**src/rtl/core_pkg.sv**
```systemverilog
// Shared core definitions: register address width, x0 and drain states.
// Used by the issue controller and its scoreboard.
package core_pkg;

  localparam int REG_ADDR_W = 5;

  localparam logic [REG_ADDR_W-1:0] X0 = '0;

  typedef enum logic [1:0] {
    ST_IDLE  = 2'd0,
    ST_DRAIN = 2'd1,
    ST_DONE  = 2'd2
  } drain_state_e;

  // True when a register address names a tracked (non-x0) register
  function automatic logic reg_nz(input logic [REG_ADDR_W-1:0] a);
    return a != X0;
  endfunction

endpackage

```
**src/rtl/id_scoreboard.sv**
```systemverilog
// Register scoreboard: pending bits, in-flight write counter, hazard query.
// ID_ISSUE_WB_BYPASS_EN lets a same-cycle retire hide the pending bit.
module id_scoreboard
  import core_pkg::*;
#(
  parameter int NREGS   = 32,
  parameter int MAX_OUT = 4,
  parameter int CNT_W   = 4
) (
  input  logic                  clk,
  input  logic                  rst,
  input  logic [REG_ADDR_W-1:0] q_rs1,
  input  logic [REG_ADDR_W-1:0] q_rs2,
  input  logic [REG_ADDR_W-1:0] q_rd,
  output logic                  q_pend_rs1,
  output logic                  q_pend_rs2,
  output logic                  q_pend_rd,
  input  logic                  set_en,
  input  logic [REG_ADDR_W-1:0] set_rd,
  input  logic                  wb_valid,
  input  logic [REG_ADDR_W-1:0] wb_rd,
  output logic [CNT_W-1:0]      cnt_chk,
  output logic [CNT_W-1:0]      cnt_ret,
  output logic [NREGS-1:0]      pending_mask,
  output logic [CNT_W-1:0]      outstanding
);

  logic [NREGS-1:0] r_pend;
  logic [CNT_W-1:0] r_cnt;
  logic [NREGS-1:0] w_set_vec;
  logic [NREGS-1:0] w_clr_vec;
  logic [NREGS-1:0] w_pend_nxt;
  logic             w_ret;
  logic             w_byp1;
  logic             w_byp2;
  logic             w_bypd;

  // Retire only counts when it hits a register that is actually pending
  assign w_ret = wb_valid & reg_nz(wb_rd) & r_pend[wb_rd];

  assign cnt_ret = r_cnt - {{(CNT_W-1){1'b0}}, w_ret};

`ifdef ID_ISSUE_WB_BYPASS_EN
  assign w_byp1  = wb_valid & (q_rs1 == wb_rd);
  assign w_byp2  = wb_valid & (q_rs2 == wb_rd);
  assign w_bypd  = wb_valid & (q_rd == wb_rd);
  assign cnt_chk = cnt_ret;
`else
  assign w_byp1  = 1'b0;
  assign w_byp2  = 1'b0;
  assign w_bypd  = 1'b0;
  assign cnt_chk = r_cnt;
`endif

  assign q_pend_rs1 = reg_nz(q_rs1) & r_pend[q_rs1] & ~w_byp1;
  assign q_pend_rs2 = reg_nz(q_rs2) & r_pend[q_rs2] & ~w_byp2;
  assign q_pend_rd  = reg_nz(q_rd) & r_pend[q_rd] & ~w_bypd;

  // Decode set/clear one-hots; bit 0 is never tracked
  always_comb begin
    w_set_vec = '0;
    w_clr_vec = '0;
    for (int i = 1; i < NREGS; i++) begin
      w_set_vec[i] = set_en & (set_rd == REG_ADDR_W'(i));
      w_clr_vec[i] = w_ret & (wb_rd == REG_ADDR_W'(i));
    end
    w_pend_nxt    = (r_pend & ~w_clr_vec) | w_set_vec;
    w_pend_nxt[0] = 1'b0;
  end

  // Pending vector update
  always_ff @(posedge clk or posedge rst) begin
    if (rst) r_pend <= '0;
    else     r_pend <= w_pend_nxt;
  end

  // In-flight counter: +1 on tracked issue, -1 on real retire
  always_ff @(posedge clk or posedge rst) begin
    if (rst) begin
      r_cnt <= '0;
    end else begin
      unique case ({set_en, w_ret})
        2'b10:   r_cnt <= r_cnt + CNT_W'(1);
        2'b01:   r_cnt <= r_cnt - CNT_W'(1);
        default: r_cnt <= r_cnt;
      endcase
    end
  end

  assign pending_mask = r_pend;
  assign outstanding  = r_cnt;

endmodule

```
**src/rtl/id_issue_ctrl.sv**
```systemverilog
// Decode-to-execute issue gate with RAW/WAW/full checks and drain FSM.
// Optional same-cycle writeback bypass: define ID_ISSUE_WB_BYPASS_EN.
module id_issue_ctrl
  import core_pkg::*;
#(
  parameter int NREGS   = 32,
  parameter int MAX_OUT = 4,
  parameter int CNT_W   = 4
) (
  input  logic                  clk,
  input  logic                  rst,
  input  logic                  dec_valid,
  input  logic [REG_ADDR_W-1:0] dec_rs1,
  input  logic [REG_ADDR_W-1:0] dec_rs2,
  input  logic [REG_ADDR_W-1:0] dec_rd,
  input  logic                  dec_use_rs1,
  input  logic                  dec_use_rs2,
  input  logic                  dec_wr_rd,
  output logic                  dec_ready,
  output logic                  issue_fire,
  input  logic                  flush,
  input  logic                  wb_valid,
  input  logic [REG_ADDR_W-1:0] wb_rd,
  input  logic                  drain_req,
  output logic                  drain_busy,
  output logic                  drain_done,
  output logic [NREGS-1:0]      pending_mask,
  output logic [CNT_W-1:0]      outstanding
);

  drain_state_e     r_state;
  drain_state_e     w_state_nxt;
  logic             w_p1;
  logic             w_p2;
  logic             w_pd;
  logic             w_raw1;
  logic             w_raw2;
  logic             w_waw;
  logic             w_wr_nz;
  logic             w_full;
  logic             w_set;
  logic [CNT_W-1:0] w_cnt_chk;
  logic [CNT_W-1:0] w_cnt_ret;

  id_scoreboard #(
    .NREGS   (NREGS),
    .MAX_OUT (MAX_OUT),
    .CNT_W   (CNT_W)
  ) u_sb (
    .clk          (clk),
    .rst          (rst),
    .q_rs1        (dec_rs1),
    .q_rs2        (dec_rs2),
    .q_rd         (dec_rd),
    .q_pend_rs1   (w_p1),
    .q_pend_rs2   (w_p2),
    .q_pend_rd    (w_pd),
    .set_en       (w_set),
    .set_rd       (dec_rd),
    .wb_valid     (wb_valid),
    .wb_rd        (wb_rd),
    .cnt_chk      (w_cnt_chk),
    .cnt_ret      (w_cnt_ret),
    .pending_mask (pending_mask),
    .outstanding  (outstanding)
  );

  assign w_wr_nz = dec_wr_rd & reg_nz(dec_rd);
  assign w_raw1  = dec_use_rs1 & w_p1;
  assign w_raw2  = dec_use_rs2 & w_p2;
  assign w_waw   = dec_wr_rd & w_pd;
  assign w_full  = (w_cnt_chk == CNT_W'(MAX_OUT)) & w_wr_nz;

  assign dec_ready = ~w_raw1 & ~w_raw2 & ~w_waw & ~w_full
                   & ~flush & (r_state == ST_IDLE);
  assign issue_fire = dec_valid & dec_ready;
  assign w_set      = issue_fire & w_wr_nz;

  // Drain sequencing: wait for the counter to empty, then pulse done
  always_comb begin
    w_state_nxt = r_state;
    unique case (r_state)
      ST_IDLE:  if (drain_req) w_state_nxt = ST_DRAIN;
      ST_DRAIN: if (w_cnt_ret == '0) w_state_nxt = ST_DONE;
      ST_DONE:  w_state_nxt = ST_IDLE;
      default:  w_state_nxt = ST_IDLE;
    endcase
  end

  // Drain state register
  always_ff @(posedge clk or posedge rst) begin
    if (rst) r_state <= ST_IDLE;
    else     r_state <= w_state_nxt;
  end

  assign drain_busy = (r_state == ST_DRAIN);
  assign drain_done = (r_state == ST_DONE);

endmodule

```
**config.mk**
```make
export PLATFORM = sky130hd
export DESIGN_NAME = id_issue_ctrl
export DESIGN_NICKNAME = d
export VERILOG_FILES = /design/src/rtl/core_pkg.sv /design/src/rtl/id_scoreboard.sv /design/src/rtl/id_issue_ctrl.sv
export SDC_FILE = /design/constraint.sdc
export NUM_CORES = 1
export LEC_CHECK = 0
export CAP_MARGIN = 5
export CORE_MARGIN = 1
export CORE_UTILIZATION = 40
export CTS_CLUSTER_DIAMETER = 120
export DETAILED_ROUTE_END_ITERATION = 12
export GPL_TIMING_DRIVEN = 0
export PLACE_DENSITY = 0.66
export SETUP_SLACK_MARGIN = 0.15
export SLEW_MARGIN = 20
export SYNTH_ARGS = -nofsm -noshare
export SYNTH_HDL_FRONTEND = slang
export SYNTH_HIERARCHICAL = 1
export SYNTH_SLANG_ARGS = --single-unit
export TNS_END_PERCENT = 30
```
**constraint.sdc**
```tcl
create_clock -name clk -period 5.25 [get_ports clk]
set_clock_uncertainty 0.1 [all_clocks]
set_input_delay 0.7875 -clock clk [delete_from_list [all_inputs] [get_ports clk]]
set_output_delay 0.7875 -clock clk [all_outputs]
set_load 0.01 [all_outputs]
```
After elaboration in Yosys (flattened, before gate mapping)
Cells that the tools add are included.

word-level totals
  logic and storage cells = 186
  output and inout port bits = 40
  flip-flop bits (word level) = 37
  bits of input ports = 29

cells by class
  multiplexer cells = 12
  bitwise gates (word level) = 87
  eq/ne operators = 69
  magnitude comparators = 4
  reductions and logical operators = 8
  $add $sub $neg = 3

operators with widths
  cell                                                                  count
  5-bit == test, second input constant                                  32
  5-bit by 4-bit == test with 1-bit output, second input constant       16
  1-bit bitwise AND                                                     79
  5-bit by 3-bit == test with 1-bit output, second input constant       8
  32-bit bitwise AND                                                    1
  32-bit NOT                                                            1
  32-bit bitwise OR                                                     1
  5-bit by 6-bit < comparator with 1-bit output, second input constant  4
  1-bit binary-select mux with 5-bit select                             4
  5-bit by 2-bit == test with 1-bit output, second input constant       4
  5-bit nonzero test                                                    4
  5-bit by 1-bit == test with 1-bit output, second input constant       2
  4-bit case mux with 2 select lines                                    1
  1-bit NOT                                                             5
  4-bit by 1-bit adder with 4-bit output, second input constant         1
  2-bit by 1-bit == test with 1-bit output, second input constant       2
  2-bit == test, second input constant                                  2
  4-bit by 3-bit == test with 1-bit output, second input constant       1
  4-bit zero test                                                       1
  1-bit two-way mux                                                     4
  2-bit two-way mux                                                     2
  2-bit case mux with 2 select lines                                    1
  4-bit by 1-bit subtractor with 4-bit output                           1
  4-bit by 1-bit subtractor with 4-bit output, second input constant    1
  5 further kinds                                                       5

Depth between registers and ports, before layout
Gate-level depths: netlist of the first run.

  depth after elaboration = 14
  depth in mapped cells = 16

Hierarchy
Netlist of the first run, hierarchy kept.

by module, submodules not included
  module         sequential area each (um^2)  area each (um^2)  cells each  instances
  id_scoreboard  875.8                        2,910.3           287         1
  id_issue_ctrl  50.0                         177.7             21          1

Least setup slack after synthesis of the first run
No wires, ideal clock.

  path kind = input to register
  start point = input dec_rs1[0]
  end point = register u_sb.r_cnt[2], in the netlist u_sb/cnt_chk[2]
  stages = 16
  data required time = 5.022 ns
  arrival time = 4.081 ns
  setup time = 0.128 ns
  slack = 0.940 ns
  cell sequence = buf_2 > mux4_2 > mux2_2 > nand2_1 > a32oi_1 > a222oi_1 > nand3_1 > nor4b_2 > inv_1 > ha_1 > xor2_1 > ha_1 > a21oi_1 > xor2_1 > nor2_1 > xor2_1

on the way
  word-level cells in the longest chain between the ends = 14
  elaborated cells on any way between the ends = 17
  classes of those cells = 2 x eq/ne; 3 x mux; 10 x bitwise; 2 x reduce/logical

ends and longest elaborated chain
  item                                                                       line                 source
  start: declaration                                                         id_issue_ctrl.sv:13  input logic [REG_ADDR_W-1:0] dec_rs1,
  1-bit binary-select mux with 5-bit select                                  id_scoreboard.sv:55  assign q_pend_rs1 = reg_nz(q_rs1) & r_pend[q_rs1] & ~w_byp1;
  1-bit two-way mux (implied by the code)                                    id_scoreboard.sv:55
  1-bit bitwise AND *                                                        id_scoreboard.sv:55
  net w_p1                                                                   id_issue_ctrl.sv:33  logic w_p1;
  1-bit bitwise AND *                                                        id_issue_ctrl.sv:69  assign w_raw1 = dec_use_rs1 & w_p1;
  1-bit NOT *                                                                id_issue_ctrl.sv:74  assign dec_ready = ~w_raw1 & ~w_raw2 & ~w_waw & ~w_full
  1-bit bitwise AND * (3 in series)                                          id_issue_ctrl.sv:74
  1-bit bitwise AND * (2 in series)                                          id_issue_ctrl.sv:75  & ~flush & (r_state == ST_IDLE);
  1-bit bitwise AND *                                                        id_issue_ctrl.sv:76  assign issue_fire = dec_valid & dec_ready;
  1-bit bitwise AND *                                                        id_issue_ctrl.sv:77  assign w_set = issue_fire & w_wr_nz;
  net w_set                                                                  id_issue_ctrl.sv:41  logic w_set;
  2-bit by 1-bit == test with 1-bit output or 2-bit == test (tied branches)  id_scoreboard.sv:82  unique case ({set_en, w_ret})
  4-bit case mux with 2 select lines or 2-bit nonzero test (tied branches)   -
  end signal: assignment                                                     id_scoreboard.sv:83  2'b10: r_cnt <= r_cnt + CNT_W'(1);
  end signal: assignment                                                     id_scoreboard.sv:84  2'b01: r_cnt <= r_cnt - CNT_W'(1);
  end signal: assignment                                                     id_scoreboard.sv:85  default: r_cnt <= r_cnt;
  end: declaration                                                           id_scoreboard.sv:29  logic [CNT_W-1:0] r_cnt;

Mark *: on every way through the listed nets, which the timed path passes. The rest lies on a longest branch. The select of a mux whose other input is x is not followed.
A chain may end at the register's enable or synchronous reset.

Final worst setup path of the first run
  start point = input dec_rd[1]
  end point = output issue_fire

on the way
  word-level cells in the longest chain between the ends = 10
  elaborated cells on any way between the ends = 14
  classes of those cells = 2 x mux; 11 x bitwise; 1 x reduce/logical

ends and longest elaborated chain
  item                                       line                 source
  start: declaration                         id_issue_ctrl.sv:15  input logic [REG_ADDR_W-1:0] dec_rd,
  1-bit binary-select mux with 5-bit select  id_scoreboard.sv:57  assign q_pend_rd = reg_nz(q_rd) & r_pend[q_rd] & ~w_bypd;
  1-bit two-way mux (implied by the code)    id_scoreboard.sv:57
  1-bit bitwise AND *                        id_scoreboard.sv:57
  net w_pd                                   id_issue_ctrl.sv:35  logic w_pd;
  1-bit bitwise AND *                        id_issue_ctrl.sv:71  assign w_waw = dec_wr_rd & w_pd;
  1-bit NOT *                                id_issue_ctrl.sv:74
  1-bit bitwise AND * (2 in series)          id_issue_ctrl.sv:74
  1-bit bitwise AND * (2 in series)          id_issue_ctrl.sv:75
  1-bit bitwise AND *                        id_issue_ctrl.sv:76
  end: declaration                           id_issue_ctrl.sv:20  output logic issue_fire,

Marks and branches as above.

==> reports/results.ini, run 1 <==
[global_route]
grt_first_pass_wirelength_um = 15000
gr-total-overflow = 0
grt_usage_pct = 23.7
grt_max_degree = 36
grt_pass1_vias = 2810
antenna_found_initial = 0

[critical_path]
crit_required_ns = 4.36
worstSetupStartpoint = dec_rd[1]
worstReg2RegEnd = u_sb/cnt_chk[2]
critPathLaunchType = input port
worstReg2RegStart = u_sb/pending_mask[23]
cp-endpoint = issue_fire
crit_arrival_ns = 4.00
cp_max_fo = 8
criticalPathCategory = in2out
worst-r2r-cell-count = 16
endpoint_kind = output pin
r2r_setup_slack_ns = 1.36

[final_layout]
drive_gt1_share_pct = 17.7
final_cell_count_no_fill = 478
nets = 412
diodes = 0
syn2layout_area_growth_pct = 27.2

[cts]
numCtsBuffers = 5
clkLatencyLatePin_ns = 0.29
path_clk_slew_ns = 0.07
hold_buffers = 0
clockBufferDepth = 2
clock_sinks = 37
htreeDepth = 2
cts_tree = yes
cts-root-buf = clkbuf_8

[drt]
drt.antenna.violating_nets = 0
firstDrtPassIters = 7
wl_per_cell_um = 20.0
drtIter0Drc = 322
vias_per_cell = 6.26
drc = 0
wirelength_um = 9560
vias = 2992

[logic_synthesis]
async_flop_share_pct = 100
yosysUniqueCellTypes = 52
synthesis.nets = 342
synth_edf_count = 0
syn_area_mm2 = 0.00309
synthFlopType = dfrtp_1
ys_ff_latch = 37
avgSynthCellArea_um2 = 10.0
ys_seq_area_share_pct = 30.0
ys.warnings.count = 6
syn-instance-count = 308

[sta]
holdWs_ns = 0.409
setup_viol = 0
hold_viol_final = 0
max_freq_ghz = 0.205
finalCritPeriodShare_pct = 93.1
min_period_ns = 4.89
setup_slack_ns = 0.361
rsz0062_at_grt = false
max_slew.worst_pin.slew_ns = 0.777
relSlewSlack_pct = 48.1
slew_viol_final = 0

[power_and_ir_drop]
vdd_drop_max_v = 0.000194
p_per_area_mw_per_mm2 = 255
p_leak_nw = 1.57

[floorplanning]
dieArea_mm2 = 0.00807
core_mm2 = 0.00737
placementRows = 31
start_util_pct = 41.9
ios = 69
fp.dieH_um = 89.9
dieWidth_um = 89.9

[placement]
dpl.hpwl_um = 6980
place_worst_setup_slack_ns = -0.439
io_buffers = 60
routabilityCongestion = 0.922
place_inst = 467

[run]
maxCapViolCount = 0

[worst_hold_path]
hp-class = reg2reg

[status]
run_status = finished clean

[cell type report]
cell class	count	area (um^2)
buffer	20	114
inverter	15	56.3
sequential	37	926
fill	682	3440
multi-input combinational	236	2000
tap	99	124
clock buffer	8	80.1
timing repair buffer	63	626
[worst min path at each step]
stage	start	to	slack, ns	cells after the start
detailed placement	r_state[1]	r_state[0]	0.40	1
CTS	r_state[1]	r_state[0]	0.41	1
finish	r_state[1]	r_state[0]	0.41	1
global route	r_state[1]	r_state[0]	0.44	1
global placement	r_state[1]	r_state[0]	0.40	1
floorplan	r_state[1]	r_state[0]	0.36	1
[flip-flops by register name (all words and copies together), names as in the netlist]
signal	flops
u_sb/pending_mask	31
u_sb/cnt_chk	4
r_state	2
[cells by family (layout without fill, tap and decap cells)]
group / after synthesis / after routing / share of synthesized area, %
adder cells (fa/ha/maj): 5 / 5 / 2.03
multiplexers: 45 / 45 / 25.1
other: 1 / 1 / 0.121
flip-flops: 37 / 37 / 30.0
AO/OA/AOI/OAI: 77 / 77 / 16.9
buffers and inverters: 35 / 106 / 5.43
AND/OR/NAND/NOR: 101 / 101 / 18.5
XOR/XNOR: 7 / 7 / 1.99
[cells in the mapped netlist (4+ instances only)]
library cell  instances  share of area, %
mux4_2               22                16
buf_4                 5               1.2
mux2i_1               8               2.6
xor2_1                5               1.4
nor4_1                8               1.6
nand3b_1              5               1.2
nand3_1               4              0.65
buf_2                 8               1.3
nand2_1              17               2.1
mux2_2               13               4.7
nand2b_1             10               2.0
nor2b_1               9               1.8
clkbuf_1              6              0.73
dfrtp_1              37                30
inv_1                15               1.8
o31ai_1               9               2.2
nand4_1               4              0.81
a21oi_1              10               1.6
nand4b_1              4               1.1
nor2_1               23               2.8
o21ai_0              26               4.2
ha_1                  5               2.0
a31oi_1               9               1.8
[what timing repair did]
item / in CTS / in global routing
pin swaps: 1 / 1
setup endpoints to repair: 4 / 4
buffers inserted: 1 / 2
gates resized for setup: 1 / 2
[report_power, final]
group	switching (W)	leakage, nW	internal [W]
Clock	0.000103	0.0395	0.0000945
Sequential	0.0000741	0.499	0.000326
Combinational	0.000174	1.03	0.000228
[stage by stage]
stage / util [%] / total power (W) / TNS [ns] / cell area (um^2)
6_report: 53.3 / 0.00100 / 0 / 3930
5_1_grt: 53.3 / 0.00106 / 0 / 3930
2_1_floorplan: - / 0.000623 / 0 / 3090
3_3_place_gp: 51.7 / 0.000790 / -0.812 / 3810
4_1_cts: 53.0 / 0.00100 / 0 / 3910
3_5_place_dp: 51.7 / 0.000799 / -1.08 / 3810
[critical path: stages]
cell and delay, ns:
clkdlybuf4s50_1 0.64, clkbuf_1 0.37, mux4_2 0.55, o211ai_1 0.18, a32oi_1 0.12, a222oi_1 0.28, buf_4 0.20, nand3_1 0.14
a31oi_1 0.18, clkdlybuf4s50_1 0.56
[cells in the final DEF (no fill, tap or decap), types with 7 or more instances in the layout]
cell type	count
buf_4	8
a31oi_1	9
nor4_1	8
o31ai_1	9
mux2_2	13
nand2_1	17
mux2i_1	8
nor2_1	23
inv_1	14
o21ai_0	26
a21oi_1	10
mux4_2	22
nand2b_1	10
nor2b_1	9
buf_2	7
dfrtp_1	37
clkbuf_1	9
clkdlybuf4s50_1	59
[metal layers]
layer | global-route usage, % | vias up | share of wire (%)
li1 | - | 1328 | -
met1 | 31.9 | 1478 | 43
met2 | 39.2 | 172 | 47
met3 | 3.89 | 14 | 8.4
met4 | 7.12 | 0 | 1.6
met5 | 0 | - | 0
Power figures use the tool's default switching activity.
==> run 2: changes to the inputs <==
--- a/config.mk
+++ b/config.mk
@@ -7,11 +7,11 @@
 export LEC_CHECK = 0
 export CAP_MARGIN = 5
 export CORE_MARGIN = 1
-export CORE_UTILIZATION = 40
+export CORE_UTILIZATION = 51
 export CTS_CLUSTER_DIAMETER = 120
 export DETAILED_ROUTE_END_ITERATION = 12
 export GPL_TIMING_DRIVEN = 0
-export PLACE_DENSITY = 0.66
+export PLACE_DENSITY = 0.81
 export SETUP_SLACK_MARGIN = 0.15
 export SLEW_MARGIN = 20
 export SYNTH_ARGS = -nofsm -noshare
==> reports/results.ini, run 2 (synthesis gave the netlist of run 1 again) <==
[critical_path]
worst-r2r-cell-count = 16  ; unchanged
crit_family = buffers and inverters
r2r_setup_slack_ns = 1.28  ; -0.08 ns
cp.buffers_inverters = 4  ; unchanged
crit_required_ns = 4.36  ; about the same
worstReg2RegEnd = u_sb/cnt_chk[2]
critical-path-slowest-cell = clkdlybuf4s50_1
worstSetupStartpoint = dec_rd[1]
cp_max_fo = 8  ; unchanged
crit_arrival_ns = 4.05  ; +0.05 ns
criticalPathCategory = in2out
critical_path.max_stage_delay_ns = 0.63  ; about the same
endpoint_kind = output pin
path_cells = clkdlybuf4s50_1, clkbuf_1, mux4_2, o211ai_1, a32oi_1, a222oi_1, buf_4, nand3_1, a31oi_1, clkdlybuf4s50_1
cp.depth = 10  ; unchanged
worstReg2RegStart = u_sb/pending_mask[13]
cp-endpoint = issue_fire
critPathLaunchType = input port
path_common_cell = clkdlybuf4s50_1

[cts]
numCtsBuffers = 5  ; unchanged
path_clk_slew_ns = 0.07  ; about the same
clockBufferDepth = 2  ; unchanged
cts-root-buf = clkbuf_8
cts_tree = yes
htreeDepth = 2  ; unchanged
clock_sinks = 37  ; unchanged
hold_buffers = 0  ; unchanged
clkLatencyLatePin_ns = 0.29  ; about the same

[global_route]
antenna_found_initial = 0  ; unchanged
grt_pass1_vias = 2907  ; +3.5%
grt_first_pass_wirelength_um = 14600  ; -2.9%
grt_usage_pct = 30.5  ; +6.8 points
grt_max_degree = 36  ; unchanged
gr-total-overflow = 0  ; unchanged

[floorplanning]
start_util_pct = 54.4  ; +13 points
ios = 69  ; unchanged
dieArea_mm2 = 0.00637  ; -21%
placementRows = 27  ; -13%
core_mm2 = 0.00568  ; -23%
fp.dieH_um = 79.8  ; -11%
dieWidth_um = 79.8  ; -11%

[final_layout]
layout_commonest_cell = clkdlybuf4s50_1
largest_register_ffs = 31  ; unchanged
final_cell_area_mm2 = 0.00391  ; -0.38%
syn2layout_area_growth_pct = 26.7
layout_common_cells = 60 x clkdlybuf4s50_1, 37 x dfrtp_1, 26 x o21ai_0, 23 x nor2_1, 22 x mux4_2
n_fill_cell = 439  ; -36%
nets = 412  ; unchanged
diodes = 0  ; unchanged
drive_gt1_share_pct = 18.5  ; +0.79 points

[power_and_ir_drop]
p_per_area_mw_per_mm2 = 263  ; +3.2%
p_total_w = 0.00103  ; +2.8%
vdd_drop_max_v = 0.000237  ; +23%
p_leak_nw = 1.58  ; +0.37%

[sta]
finalCritPeriodShare_pct = 94.0  ; +0.89 points
hold_viol_final = 0  ; unchanged
slew_viol_final = 0  ; unchanged
max_freq_ghz = 0.203  ; -0.95%
min_period_ns = 4.94  ; +0.0467 ns
relSlewSlack_pct = 50.1  ; +2.0 points
max_slew.worst_pin.slew_ns = 0.748  ; -0.0294 ns
setup_viol = 0  ; unchanged
rsz0062_at_grt = false

[worst_hold_path]
hp-class = reg2reg

[placement]
io_buffers = 60  ; unchanged
routabilityCongestion = 0.901  ; -2.3%
postPlaceCellArea_mm2 = 0.00378  ; -0.89%
dpl.hpwl_um = 6860  ; -1.7%

[run]
maxCapViolCount = 0  ; unchanged

[status]
run_status = finished clean

[drt]
wl_per_cell_um = 21.3  ; +6.6%
wirelength_um = 9620  ; +0.56%
vias = 3124  ; +4.4%
vias_per_cell = 6.93  ; +11%
firstDrtPassIters = 7  ; unchanged
drc = 0  ; unchanged
drtIter0Drc = 371  ; +15%
drt.antenna.violating_nets = 0  ; unchanged

## run 2: worst min path at each step
stage,start,endpoint,slack (ns),depth (start not counted)
after floorplan,r_state[1],r_state[0],0.36,1
after global placement,r_state[1],r_state[0],0.39,1
after detailed placement,r_state[1],r_state[1],0.40,1
after CTS,r_state[1],r_state[0],0.42,1
after global routing,r_state[1],r_state[1],0.45,1
final,r_state[1],r_state[0],0.41,1
## run 2: final cells by class
cell class                      count  area [um^2]  share of cell area [%]
Sequential cell                    37          926                    23.7
Inverter                           15         56.3                    1.44
Clock buffer                        7         96.3                    2.46
Multi-Input combinational cell    236         2000                    51.2
Buffer                             20          114                    2.91
Clock inverter                      1         5.00                   0.128
Timing Repair Buffer               63          623                    15.9
Tap cell                           72         90.1                    2.30
## run 2: power by group
part           internal, W  switching (W)
sequential        0.000326      0.0000752
clock             0.000119       0.000105
combinational     0.000228       0.000175
total             0.000673       0.000355
## run 2: per-stage QoR
step                instances  hold WS (ns)  worst slack (ns)  utilization (%)  TNS (ns)
finish                    451         0.414             0.314             69.0         0
global route              451         0.455             0.153             69.0         0
CTS                       449         0.419             0.279             68.7         0
detailed placement        440         0.401            -0.344             66.6    -0.753
global placement          440         0.393            -0.244             66.6    -0.443
floorplan                 308         0.362             0.940                -         0
## run 2: timing repair
item | CTS | global route
pin swaps | 1 | 1
buffers inserted | 1 | 2
gates resized for setup | 1 | 2
cloned | 0 | 0
endpoints found under the hold margin | 0 | 0
endpoints found under the setup margin | 3 | 4
## run 2: per-layer routing
metal  GRT usage, %  share of wire (%)
met4           13.8                3.0
met5              0                  0
met3           5.49                 11
met1           38.5                 38
met2           50.7                 48
==> run 3: changes to the inputs <==
--- a/config.mk
+++ b/config.mk
@@ -5,13 +5,14 @@
 export SDC_FILE = /design/constraint.sdc
 export NUM_CORES = 1
 export LEC_CHECK = 0
+export ABC_AREA = 1
 export CAP_MARGIN = 5
 export CORE_MARGIN = 1
-export CORE_UTILIZATION = 51
+export CORE_UTILIZATION = 53
 export CTS_CLUSTER_DIAMETER = 120
 export DETAILED_ROUTE_END_ITERATION = 12
 export GPL_TIMING_DRIVEN = 0
-export PLACE_DENSITY = 0.81
+export PLACE_DENSITY = 0.82
 export SETUP_SLACK_MARGIN = 0.15
 export SLEW_MARGIN = 20
 export SYNTH_ARGS = -nofsm -noshare
==> reports/results.ini, run 3 <==
[critical_path]
crit_required_ns = 4.36  ; about the same
criticalPathCategory = in2out
crit_family = buffers and inverters
path_cells = clkdlybuf4s50_1, buf_2, inv_1, clkbuf_1, o21ai_0, nand3_1, o211ai_1, nand3_1, nand2_1, nand2_1, nand2_1, nand3_1, nor2_2, nand3_2, inv_1, clkdlybuf4s50_1
endpoint_kind = output pin
crit_arrival_ns = 3.64  ; -0.41 ns
critPathLaunchType = input port
critical-path-slowest-cell = clkdlybuf4s50_1
critical_path.max_stage_delay_ns = 0.60  ; -0.03 ns
cp_max_fo = 10  ; +2
cp.buffers_inverters = 6  ; +2

[sta]
tns_ns = 0  ; unchanged
finalCritPeriodShare_pct = 86.2  ; -7.8 points
rsz0062_at_grt = false
max_slew.worst_pin.slew_ns = 0.776  ; +0.0283 ns
setup_slack_ns = 0.723  ; +0.409 ns
hold_viol_final = 0  ; unchanged
slew_viol_final = 0  ; unchanged
max_freq_ghz = 0.221  ; +9.0%
holdWs_ns = 0.410  ; -0.00345 ns
setup_viol = 0  ; unchanged
relSlewSlack_pct = 48.2  ; -1.9 points
min_period_ns = 4.53  ; -0.409 ns

[drt]
wirelength_um = 12100  ; +26%
drtIter0Drc = 486  ; +31%
wl_per_cell_um = 16.8  ; -21%
drt.antenna.violating_nets = 0  ; unchanged
firstDrtPassIters = 7  ; unchanged
drc = 0  ; unchanged
vias_per_cell = 5.84  ; -16%
vias = 4199  ; +34%

[cts]
cts_tree = yes
path_clk_slew_ns = 0.08  ; about the same
htreeDepth = 2  ; unchanged
numCtsBuffers = 5  ; unchanged
clkLatencyLatePin_ns = 0.29  ; about the same
post_cts_resized = 0  ; -1
clockBufferDepth = 2  ; unchanged
cts-root-buf = clkbuf_8
post_cts.repair.setup_buffers = 0  ; -1
clock_sinks = 37  ; unchanged
hold_buffers = 0  ; unchanged

[run]
maxCapViolCount = 0  ; unchanged

[final_layout]
syn2layout_area_growth_pct = 25.0
largest_register_ffs = 31  ; unchanged
nets = 677  ; +64%
diodes = 0  ; unchanged
layout_common_cells = 191 x nand2_1, 67 x nor2_1, 65 x nand3_1, 64 x clkdlybuf4s50_1
n_fill_cell = 542  ; +23%
layout_commonest_cell = nand2_1
drive_gt1_share_pct = 6.68  ; -12 points

[logic_synthesis]
async_flop_share_pct = 100  ; unchanged
synthesis.nets = 606  ; +77%
yosysTopAreaCellShare_pct = 27.2  ; -2.8 points
ys.warnings.count = 6  ; unchanged
synth_edf_count = 0  ; unchanged
synth_top_cells_by_count = 191 x nand2_1, 67 x nor2_1, 65 x nand3_1, 55 x inv_1, 54 x o21ai_0
yosysTopAreaCell = dfrtp_1
synth_area_leaders = dfrtp_1 27%, nand2_1 21%, nand3_1 9.6%, o21ai_0 7.9%, nor2_1 7.4%
ys_ff_latch = 37  ; unchanged
avgSynthCellArea_um2 = 5.95  ; -41%
syn-instance-count = 572  ; +86%
yosysMostFrequentCell = nand2_1
syn_area_mm2 = 0.00340  ; +10%
ys_seq_area_share_pct = 27.2  ; -2.8 points
yosysUniqueCellTypes = 28  ; -46%
synthFlopType = dfrtp_1

[global_route]
grt_pass1_vias = 3760  ; +29%
grt_usage_pct = 36.7  ; +6.3 points
antenna_found_initial = 0  ; unchanged
grt_first_pass_wirelength_um = 18300  ; +26%
grt_max_degree = 36  ; unchanged
gr-total-overflow = 0  ; unchanged

[floorplanning]
placementRows = 28  ; +3.7%
start_util_pct = 56.1  ; +1.7 points
core_mm2 = 0.00606  ; +6.8%
dieArea_mm2 = 0.00674  ; +5.8%
ios = 69  ; unchanged
fp.dieH_um = 82.1  ; +2.9%
dieWidth_um = 82.1  ; +2.9%

[placement]
io_buffers = 64  ; +6.7%
dpl.hpwl_um = 8890  ; +30%
routabilityCongestion = 0.977  ; +8.5%
place_worst_setup_slack_ns = 0.771  ; +1.12 ns

[worst_hold_path]
hp-class = reg2reg

[power_and_ir_drop]
p_per_area_mw_per_mm2 = 256  ; -2.5%
p_total_w = 0.00109  ; +5.9%
vdd_drop_max_v = 0.000317  ; +33%
p_leak_nw = 2.05  ; +30%

[status]
run_status = finished clean

==> run 3: final cells by class <==
type                       instances  area, um^2  share of cell area (%)
buffer                            30         200                    4.71
clock inverter                     3        46.3                    1.09
timing repair buffer              64         641                    15.1
tap                               75        93.8                    2.21
sequential                        37         926                    21.8
clock buffer                       5        68.8                    1.62
inverter                          57         214                    5.03
multi-input combinational        448        2060                    48.5
==> run 3: cells by family (layout without fill, tap and decap cells) <==
family                   Yosys count  count (layout)  synth area share (%)
AND/OR/NAND/NOR                  337             337                  41.1
buffers and inverters             87             159                  12.2
AO/OA/AOI/OAI                     99              99                  16.0
XOR/XNOR                           6               6                  1.55
flip-flops                        37              37                  27.2
adder cells (fa/ha/maj)            5               5                  1.84
other                              1               1                 0.110
==> run 3: final timing paths <==
kind | startpoint | end | slack, ns | cells past startpoint
setup / recovery | dec_rd[0] | issue_fire | 0.72 | 16
hold / removal | r_state[1] | r_state[1] | 0.41 | 1
setup reg to reg | u_sb/pending_mask[29] | u_sb/pending_mask[13] | 1.96 | 18
hold reg to reg | r_state[1] | r_state[1] | 0.41 | 1
max in group asynchronous | rst | u_sb/pending_mask[15] | 3.67 | 2
min in group asynchronous | rst | r_state[1] | 0.60 | 2
==> run 3: layer usage <==
metal  global-route usage (%)  routed length (um)
met1                     48.8                5070
met2                     56.9                5430
met3                     8.35                1250
met4                     16.3                 322
met5                        0                   0
==> run 3: stage by stage <==
step / utilization (%) / instances / cell area, um^2
floorplan: - / 572 / 3400
global placement: 68.2 / 711 / 4140
detailed placement: 68.2 / 711 / 4140
CTS: 70.1 / 719 / 4250
global route: 70.1 / 719 / 4250
finish: 70.1 / 719 / 4250
==> run 3: worst register-to-register path: cells and delay by family (launching register included) <==
kind,cells,cell delay [ns]
AOI/OAI and AO/OA,4,0.50
buffers and inverters,3,0.77
DFF,1,0.43
and+or+nand+nor,11,1.41
==> run 3: where the power goes <==
part	switching [W]	leakage (nW)	internal, W	total (W)
Combinational	0.000230	1.50	0.000205	0.000435
Clock	0.000112	0.0543	0.000142	0.000254
Sequential	0.0000732	0.501	0.000326	0.000399
